===== src/rtl/iter_div.sv =====
// rtl/iter_div.sv - radix-2 restoring 32-bit divider with dual-operand stream input and 64-bit result stream
module iter_div #(
    parameter int SIGNED = 0
) (
    input  logic        clk,
    input  logic        resetn,
    input  logic [31:0] s_axis_dividend_tdata,
    input  logic        s_axis_dividend_tvalid,
    output logic        s_axis_dividend_tready,
    input  logic [31:0] s_axis_divisor_tdata,
    input  logic        s_axis_divisor_tvalid,
    output logic        s_axis_divisor_tready,
    output logic [63:0] m_axis_dout_tdata,
    output logic        m_axis_dout_tvalid
);

    typedef enum logic [1:0] {IDLE, CALC, FIX, DONE} state_t;

    state_t      state;
    logic        dvd_got;
    logic        dvs_got;
    logic [31:0] dvd_reg;
    logic [31:0] dvs_reg;
    logic [31:0] dvs_mag;
    logic [31:0] rem_q;
    logic [31:0] quo_q;
    logic [4:0]  cnt;
    logic        q_neg;
    logic        r_neg;
    logic        dz;
    logic [63:0] dout_q;
    logic        dout_valid_q;

    logic        accept;
    logic        dvd_hs;
    logic        dvs_hs;
    logic        both_ready;
    logic [31:0] dvd_cur;
    logic [31:0] dvs_cur;
    logic        dvd_neg_c;
    logic        dvs_neg_c;
    logic [31:0] dvd_mag_c;
    logic [31:0] dvs_mag_c;
    logic [32:0] trial;
    logic [31:0] rem_nxt;
    logic [31:0] quo_nxt;
    logic [31:0] q_fix;
    logic [31:0] r_fix;

    // Operands are only taken while waiting or while presenting a result, one per channel.
    assign accept                 = (state == IDLE) || (state == DONE);
    assign s_axis_dividend_tready = accept && !dvd_got;
    assign s_axis_divisor_tready  = accept && !dvs_got;
    assign dvd_hs                 = s_axis_dividend_tvalid && s_axis_dividend_tready;
    assign dvs_hs                 = s_axis_divisor_tvalid && s_axis_divisor_tready;
    assign both_ready             = (dvd_got || dvd_hs) && (dvs_got || dvs_hs);

    assign m_axis_dout_tdata      = dout_q;
    assign m_axis_dout_tvalid     = dout_valid_q;

    // Operand values as seen at the start edge (bypass a handshake landing in the same cycle) and their magnitudes.
    always_comb begin
        dvd_cur   = dvd_hs ? s_axis_dividend_tdata : dvd_reg;
        dvs_cur   = dvs_hs ? s_axis_divisor_tdata  : dvs_reg;
        dvd_neg_c = (SIGNED != 0) && dvd_cur[31];
        dvs_neg_c = (SIGNED != 0) && dvs_cur[31];
        dvd_mag_c = dvd_neg_c ? (32'd0 - dvd_cur) : dvd_cur;
        dvs_mag_c = dvs_neg_c ? (32'd0 - dvs_cur) : dvs_cur;
    end

    // One restoring step: shift {rem,quo} left, trial-subtract the divisor magnitude in 33 bits.
    always_comb begin
        trial   = {rem_q, quo_q[31]} - {1'b0, dvs_mag};
        rem_nxt = trial[32] ? {rem_q[30:0], quo_q[31]} : trial[31:0];
        quo_nxt = {quo_q[30:0], ~trial[32]};
    end

    // Final sign correction; a zero divisor yields all-ones quotient and the raw dividend as remainder.
    always_comb begin
        q_fix = dz ? 32'hFFFF_FFFF : (q_neg ? (32'd0 - quo_q) : quo_q);
        r_fix = dz ? dvd_reg       : (r_neg ? (32'd0 - rem_q) : rem_q);
    end

    // Control FSM with operand capture, iteration datapath and registered result.
    always_ff @(posedge clk) begin
        if (!resetn) begin
            state        <= IDLE;
            dvd_got      <= 1'b0;
            dvs_got      <= 1'b0;
            dvd_reg      <= 32'd0;
            dvs_reg      <= 32'd0;
            dvs_mag      <= 32'd0;
            rem_q        <= 32'd0;
            quo_q        <= 32'd0;
            cnt          <= 5'd0;
            q_neg        <= 1'b0;
            r_neg        <= 1'b0;
            dz           <= 1'b0;
            dout_q       <= 64'd0;
            dout_valid_q <= 1'b0;
        end else begin
            if (dvd_hs) begin
                dvd_reg <= s_axis_dividend_tdata;
                dvd_got <= 1'b1;
            end
            if (dvs_hs) begin
                dvs_reg <= s_axis_divisor_tdata;
                dvs_got <= 1'b1;
            end
            case (state)
                IDLE, DONE: begin
                    if (both_ready) begin
                        state        <= CALC;
                        dout_valid_q <= 1'b0;
                        rem_q        <= 32'd0;
                        quo_q        <= dvd_mag_c;
                        dvs_mag      <= dvs_mag_c;
                        q_neg        <= dvd_neg_c ^ dvs_neg_c;
                        r_neg        <= dvd_neg_c;
                        dz           <= (dvs_cur == 32'd0);
                        cnt          <= 5'd0;
                    end else if (dvd_hs || dvs_hs) begin
                        state        <= IDLE;
                        dout_valid_q <= 1'b0;
                    end
                end
                CALC: begin
                    rem_q <= rem_nxt;
                    quo_q <= quo_nxt;
                    cnt   <= cnt + 5'd1;
                    if (cnt == 5'd31) begin
                        state <= FIX;
                    end
                end
                FIX: begin
                    dout_q       <= {q_fix, r_fix};
                    dout_valid_q <= 1'b1;
                    dvd_got      <= 1'b0;
                    dvs_got      <= 1'b0;
                    state        <= DONE;
                end
                default: state <= IDLE;
            endcase
        end
    end

endmodule


===== config.mk =====
export PLATFORM = sky130hd
export DESIGN_NAME = iter_div
export DESIGN_NICKNAME = d
export VERILOG_FILES = /design/src/rtl/iter_div.sv
export SDC_FILE = /design/constraint.sdc
export NUM_CORES = 1
export LEC_CHECK = 0
export CAP_MARGIN = 20
export CORE_ASPECT_RATIO = 1.25
export CORE_MARGIN = 4
export CORE_UTILIZATION = 60
export CTS_BUF_LIST = sky130_fd_sc_hd__clkbuf_4 sky130_fd_sc_hd__clkbuf_8 sky130_fd_sc_hd__clkbuf_16
export DETAILED_ROUTE_END_ITERATION = 10
export GPL_ROUTABILITY_DRIVEN = 1
export PLACE_DENSITY = 0.85
export SETUP_SLACK_MARGIN = 0.05
export SYNTH_ARGS = -nofsm -noshare
export SYNTH_HDL_FRONTEND = slang
export SYNTH_SLANG_ARGS = --single-unit

===== constraint.sdc =====
create_clock -name clk -period 4.6 [get_ports clk]
set_input_delay 0.92 -clock clk [delete_from_list [all_inputs] [get_ports clk]]
set_output_delay 0.92 -clock clk [all_outputs]
set_load 0.02 [all_outputs]

Word level (Yosys, flattened, before mapping)
Cells that the tools add are included.
{"block": "totals", "ff_bits": 235, "out_inout_bits": 67, "wordCells": 62}
{"block": "op_classes", "n_addsub": 2, "eq_ne": 7, "mux": 18, "bitwise_logic": 2, "reduce_logical": 21}
{"cell": "$mux 32", "count": 7}
{"cell": "$pmux 32 s2", "count": 2}
{"cell": "$sub 33x32->33", "count": 1}
{"cell": "$logic_not 32->1", "count": 1}
{"cell": "$pmux 5 s2", "count": 1}
{"cell": "$reduce_and 2->1", "count": 4}
{"cell": "$mux 2", "count": 3}
{"cell": "$pmux 2 s3", "count": 1}
{"cell": "$add 5x1->5 const B", "count": 1}
{"cell": "$eq 5x5->1 const B", "count": 1}
{"cell": "$logic_and 1x1->1", "count": 5}
{"cell": "$mux 5", "count": 1}
{"cell": "$eq 2x2->1 const B", "count": 2}
{"cell": "$logic_or 1x1->1", "count": 4}
{"cell": "$ne 2x2->1 const B", "count": 2}
{"cell": "$reduce_bool 2->1", "count": 2}
{"cell": "$reduce_or 2->1", "count": 2}
{"cell": "$ne 3x3->1 const B", "count": 1}
{"cell": "$eq 2x1->1 const B", "count": 1}
{"cell": "$logic_not 1->1", "count": 2}
{"cell": "$logic_not 2->1", "count": 1}
{"cell": "$mux 1", "count": 2}
{"cell": "$not 1->1", "count": 2}
{"cell": "$pmux 1 s2", "count": 1}

Depth between registers and ports, before layout
{"block": "depth", "depth_word": 8, "ltp_mapped": 16, "mapped_depth_nobuf": 14}

Least setup slack after synthesis
OpenSTA, ideal clock, no wires.
{"block": "synth_timing", "kind": "register to register", "startpoint": "register quo_q[31]", "endpoint": "register rem_q[31]", "arrival_ps": 3037, "required_time_ps": 4478, "setup_slack_ps": 1441, "path_stages_with_launch": 17, "n_path_buf": 2, "period_less_slack_ps": 3159, "cell_sequence": "dfxtp_1 -> inv_1 -> ha_1 -> inv_1 -> fa_1 -> a21o_1 -> a221oi_4 -> o221a_2 -> nor3_2 -> o2111ai_2 -> nand4_1 -> and2_4 -> o311ai_4 -> buf_6 -> buf_12 -> nor2_1 -> a221o_1"}
{"block": "synth_between", "elab_chain_len": 3}
{"item": "start: declaration", "line": "26", "rtl": "logic [31:0] quo_q;"}
{"item": "start signal: assignment", "line": "116", "rtl": "quo_q <= dvd_mag_c;"}
{"item": "start signal: assignment", "line": "129", "rtl": "quo_q <= quo_nxt;"}
{"item": "$sub 33x32->33", "line": "73", "rtl": "trial = {rem_q, quo_q[31]} - {1'b0, dvs_mag};"}
{"item": "$mux 32", "line": "74", "rtl": "rem_nxt = trial[32] ? {rem_q[30:0], quo_q[31]} : trial[31:0];"}
{"item": "$pmux 32 s2", "line": "110", "rtl": "case (state)"}
{"item": "end signal: assignment", "line": "128", "rtl": "rem_q <= rem_nxt;"}
{"item": "end: declaration", "line": "25", "rtl": "logic [31:0] rem_q;"}
Every way passes these cells.
A chain may end at the register's enable or synchronous reset.

Worst setup path after layout
Ends and elaborated chain as after synthesis.

==> results.cfg <==
[detailed_routing]
routedWlPerCell_um = 17.0
drtAntennaViolNets = 0
vias = 9141
drt-total-wl_um = 26300
drc = 0
drt_pass1_iterations = 6
viasPerCell = 5.92
drt_iter0_markers = 743

[sta]
hold_viol_final = 0
report.final.slew_viol_count = 0
setup_viol_count_final = 0
holdWs_ns = 0.477
finalCriticalPeriod_ns = 3.81
skew_ns = 0.00982
max_freq_mhz = 263
timing.slew.headroom_pct = 29.9
finalSetupTns_ns = 0
rsz0062_at_grt = false
finalCritPeriodShare_pct = 82.7
worst_slew_pin_slew_ns = 1.05

[cells_and_area]
fin_nets = 1408
antennaDiodeCount = 0
largest_reg_flops = 64
fillers = 1407
finalInstanceArea_um2 = 13300
area_delta_synth_final_pct = 19.6
final_util_pct = 73.4
drive_above_1_share_pct = 7.90

[yosys]
yosys_warnings = 0
synth_compound_area_share_pct = 20.7
synth_xor_area_share_pct = 2.20
synth_area_leaders = dfxtp_1 (42%), mux2i_1 (9.4%), nand2_1 (6.9%)
syn_nets = 1319
synthFlopType = dfxtp_1
synth-seq-area-share_pct = 42.2
synthArstFlopShare_pct = 0
synth_seq_cells = 235
synth.distinct_cells = 59
synth_edf_count = 0
synth_top_area_share_pct = 42.2
synthSimpleGateAreaFrac_pct = 16.6
synth_cells = 1214
synthMuxAreaShare_pct = 9.43
yosysTopAreaCell = dfxtp_1
synth_top_family_by_area = compound AO/OA/AOI/OAI gates
synth_adder_area_share_pct = 4.22
synth.cell_area_um2 = 11200
avgSynthCellArea_um2 = 9.19
synth_commonest_cells = dfxtp_1 (235), nand2_1 (206), mux2i_1 (105), clkbuf_1 (74), o211a_1 (65)
post-synth-top-count-cell = dfxtp_1

[critical_path]
arrival_ns = 4.20
crit_type = reg -> reg
cp.required_ns = 5.00
crit_path_end_kind = register
critPathLaunchType = register
cp_max_fo = 29

[flow_run]
drv_cap = 0

[clock_network]
clock_sinks = 235
cts_buffers = 23
htreeDepth = 1
cts-root-buf = clkbuf_16
post_cts_buffers = 0
cts.repair.resized = 0
clk_pin_slew_worst_paths_ns = 0.06
ctsHoldBuffers = 0
cts_buffer_depth = 3
cts_tree = built
clock_latency_ns = 0.52

[global_routing]
gr-total-overflow = 0
globalRouteTotalUtil_pct = 24.5
grt_pass1_wl_um = 42500
antenna_found_initial = 0
grt_pass1_vias = 8681
grt_max_degree = 102

[die]
dieArea_um2 = 20800
die_h_um = 160
core_um2 = 18200
initial_core_util_pct = 61.4
rows = 55
die_w_um = 130
ios = 135

[placement]
place_congestion = 0.890
postPlaceCellArea_um2 = 12600
hpwl_um = 18400
port_buffers = 134

[pwr]
finalPower_mw = 8.20
power_leakage_nw = 5.77
power_density_nw_per_um2 = 615
ir_drop_v = 0.000397

[min_path]
hold_class = reg -> reg

[run_status]
outcome = completed
## cell usage in the layout, fill, tap and decap left out, types with 5 or more instances in the layout
master           count
xnor2_1             17
and3_1               8
clkbuf_16           24
nor4_1              17
a22o_1              21
clkdlybuf4s50_1    133
xor2_1              11
a21oi_1             40
nand4_1              9
nand3_1             42
nand2_1            205
inv_1               40
and2_1               8
o21ai_1             25
a21boi_0            25
o221a_2             33
mux2i_1            105
a211oi_1             5
buf_4               14
nor2b_1             62
o21ai_0             34
clkbuf_4             5
dfxtp_1            234
a21o_1              14
o211a_1             65
ha_1                35
nor3_1               8
nor2_1              17
## cell type report
type | instances | area (µm²) | area share [%]
tap | 228 | 285 | 2.14
inverter | 41 | 154 | 1.15
timing repair buffer | 149 | 1480 | 11.1
sequential | 235 | 4710 | 35.3
clock inverter | 6 | 88.8 | 0.666
multi-input combinational | 853 | 5960 | 44.7
clock buffer | 32 | 668 | 5.01
## critical path: stages (launching register included)
cell and delay [ns]:
dfxtp_1 0.33, inv_1 0.08, ha_1 0.17, inv_1 0.06
fa_1 0.42, a21o_1 0.23, a221oi_4 0.31, o221a_2 0.29
nor3_2 0.07, o2111ai_2 0.20, nand4_1 0.15, and2_4 0.18
o311ai_4 0.53, buf_12 0.30, nor2_1 0.10, a221o_1 0.28
## layer usage
layer  vias to the layer above  share of wire [%]  global-route usage, %
met4                         0                2.2                   7.37
met2                       260                 48                   41.2
met5                         -                  0                      0
met1                      4340                 45                   32.8
met3                        48                5.4                   3.19
li1                       4493                  -                      -
## final timing paths
path	start	to	slack, ns	cells after the start
setup / recovery	quo_q[31]$_SDFFE_PN0P_	rem_q[31]$_SDFFE_PN0P_	0.79	15
hold / removal	m_axis_dout_tdata[9]$_SDFFE_PN0P_	m_axis_dout_tdata[9]$_SDFFE_PN0P_	0.48	1
setup reg to reg	quo_q[31]$_SDFFE_PN0P_	rem_q[31]$_SDFFE_PN0P_	0.79	15
hold reg to reg	m_axis_dout_tdata[9]$_SDFFE_PN0P_	m_axis_dout_tdata[9]$_SDFFE_PN0P_	0.48	1
## metrics by stage
stage,std cells,setup slack (ns)
finish,1544,0.794
global route,1544,0.609
CTS,1543,0.804
detailed placement,1505,0.847
global placement,1505,0.992
floorplan,1214,1.44
## cell families after synthesis
family | count (synthesis)
fa+ha+maj | 37
compound gates | 291
simple gates | 392
mux | 105
xor+xnor | 28
buf+inv | 126
flops | 235
## power by group
part | switching, mW | internal, mW | leakage (nW) | total, mW
clock network | 0.772 | 1.12 | 0.372 | 1.89
logic | 2.00 | 1.51 | 3.48 | 3.51
registers | 0.293 | 2.51 | 1.92 | 2.80
(Power assumes the default switching activity.)
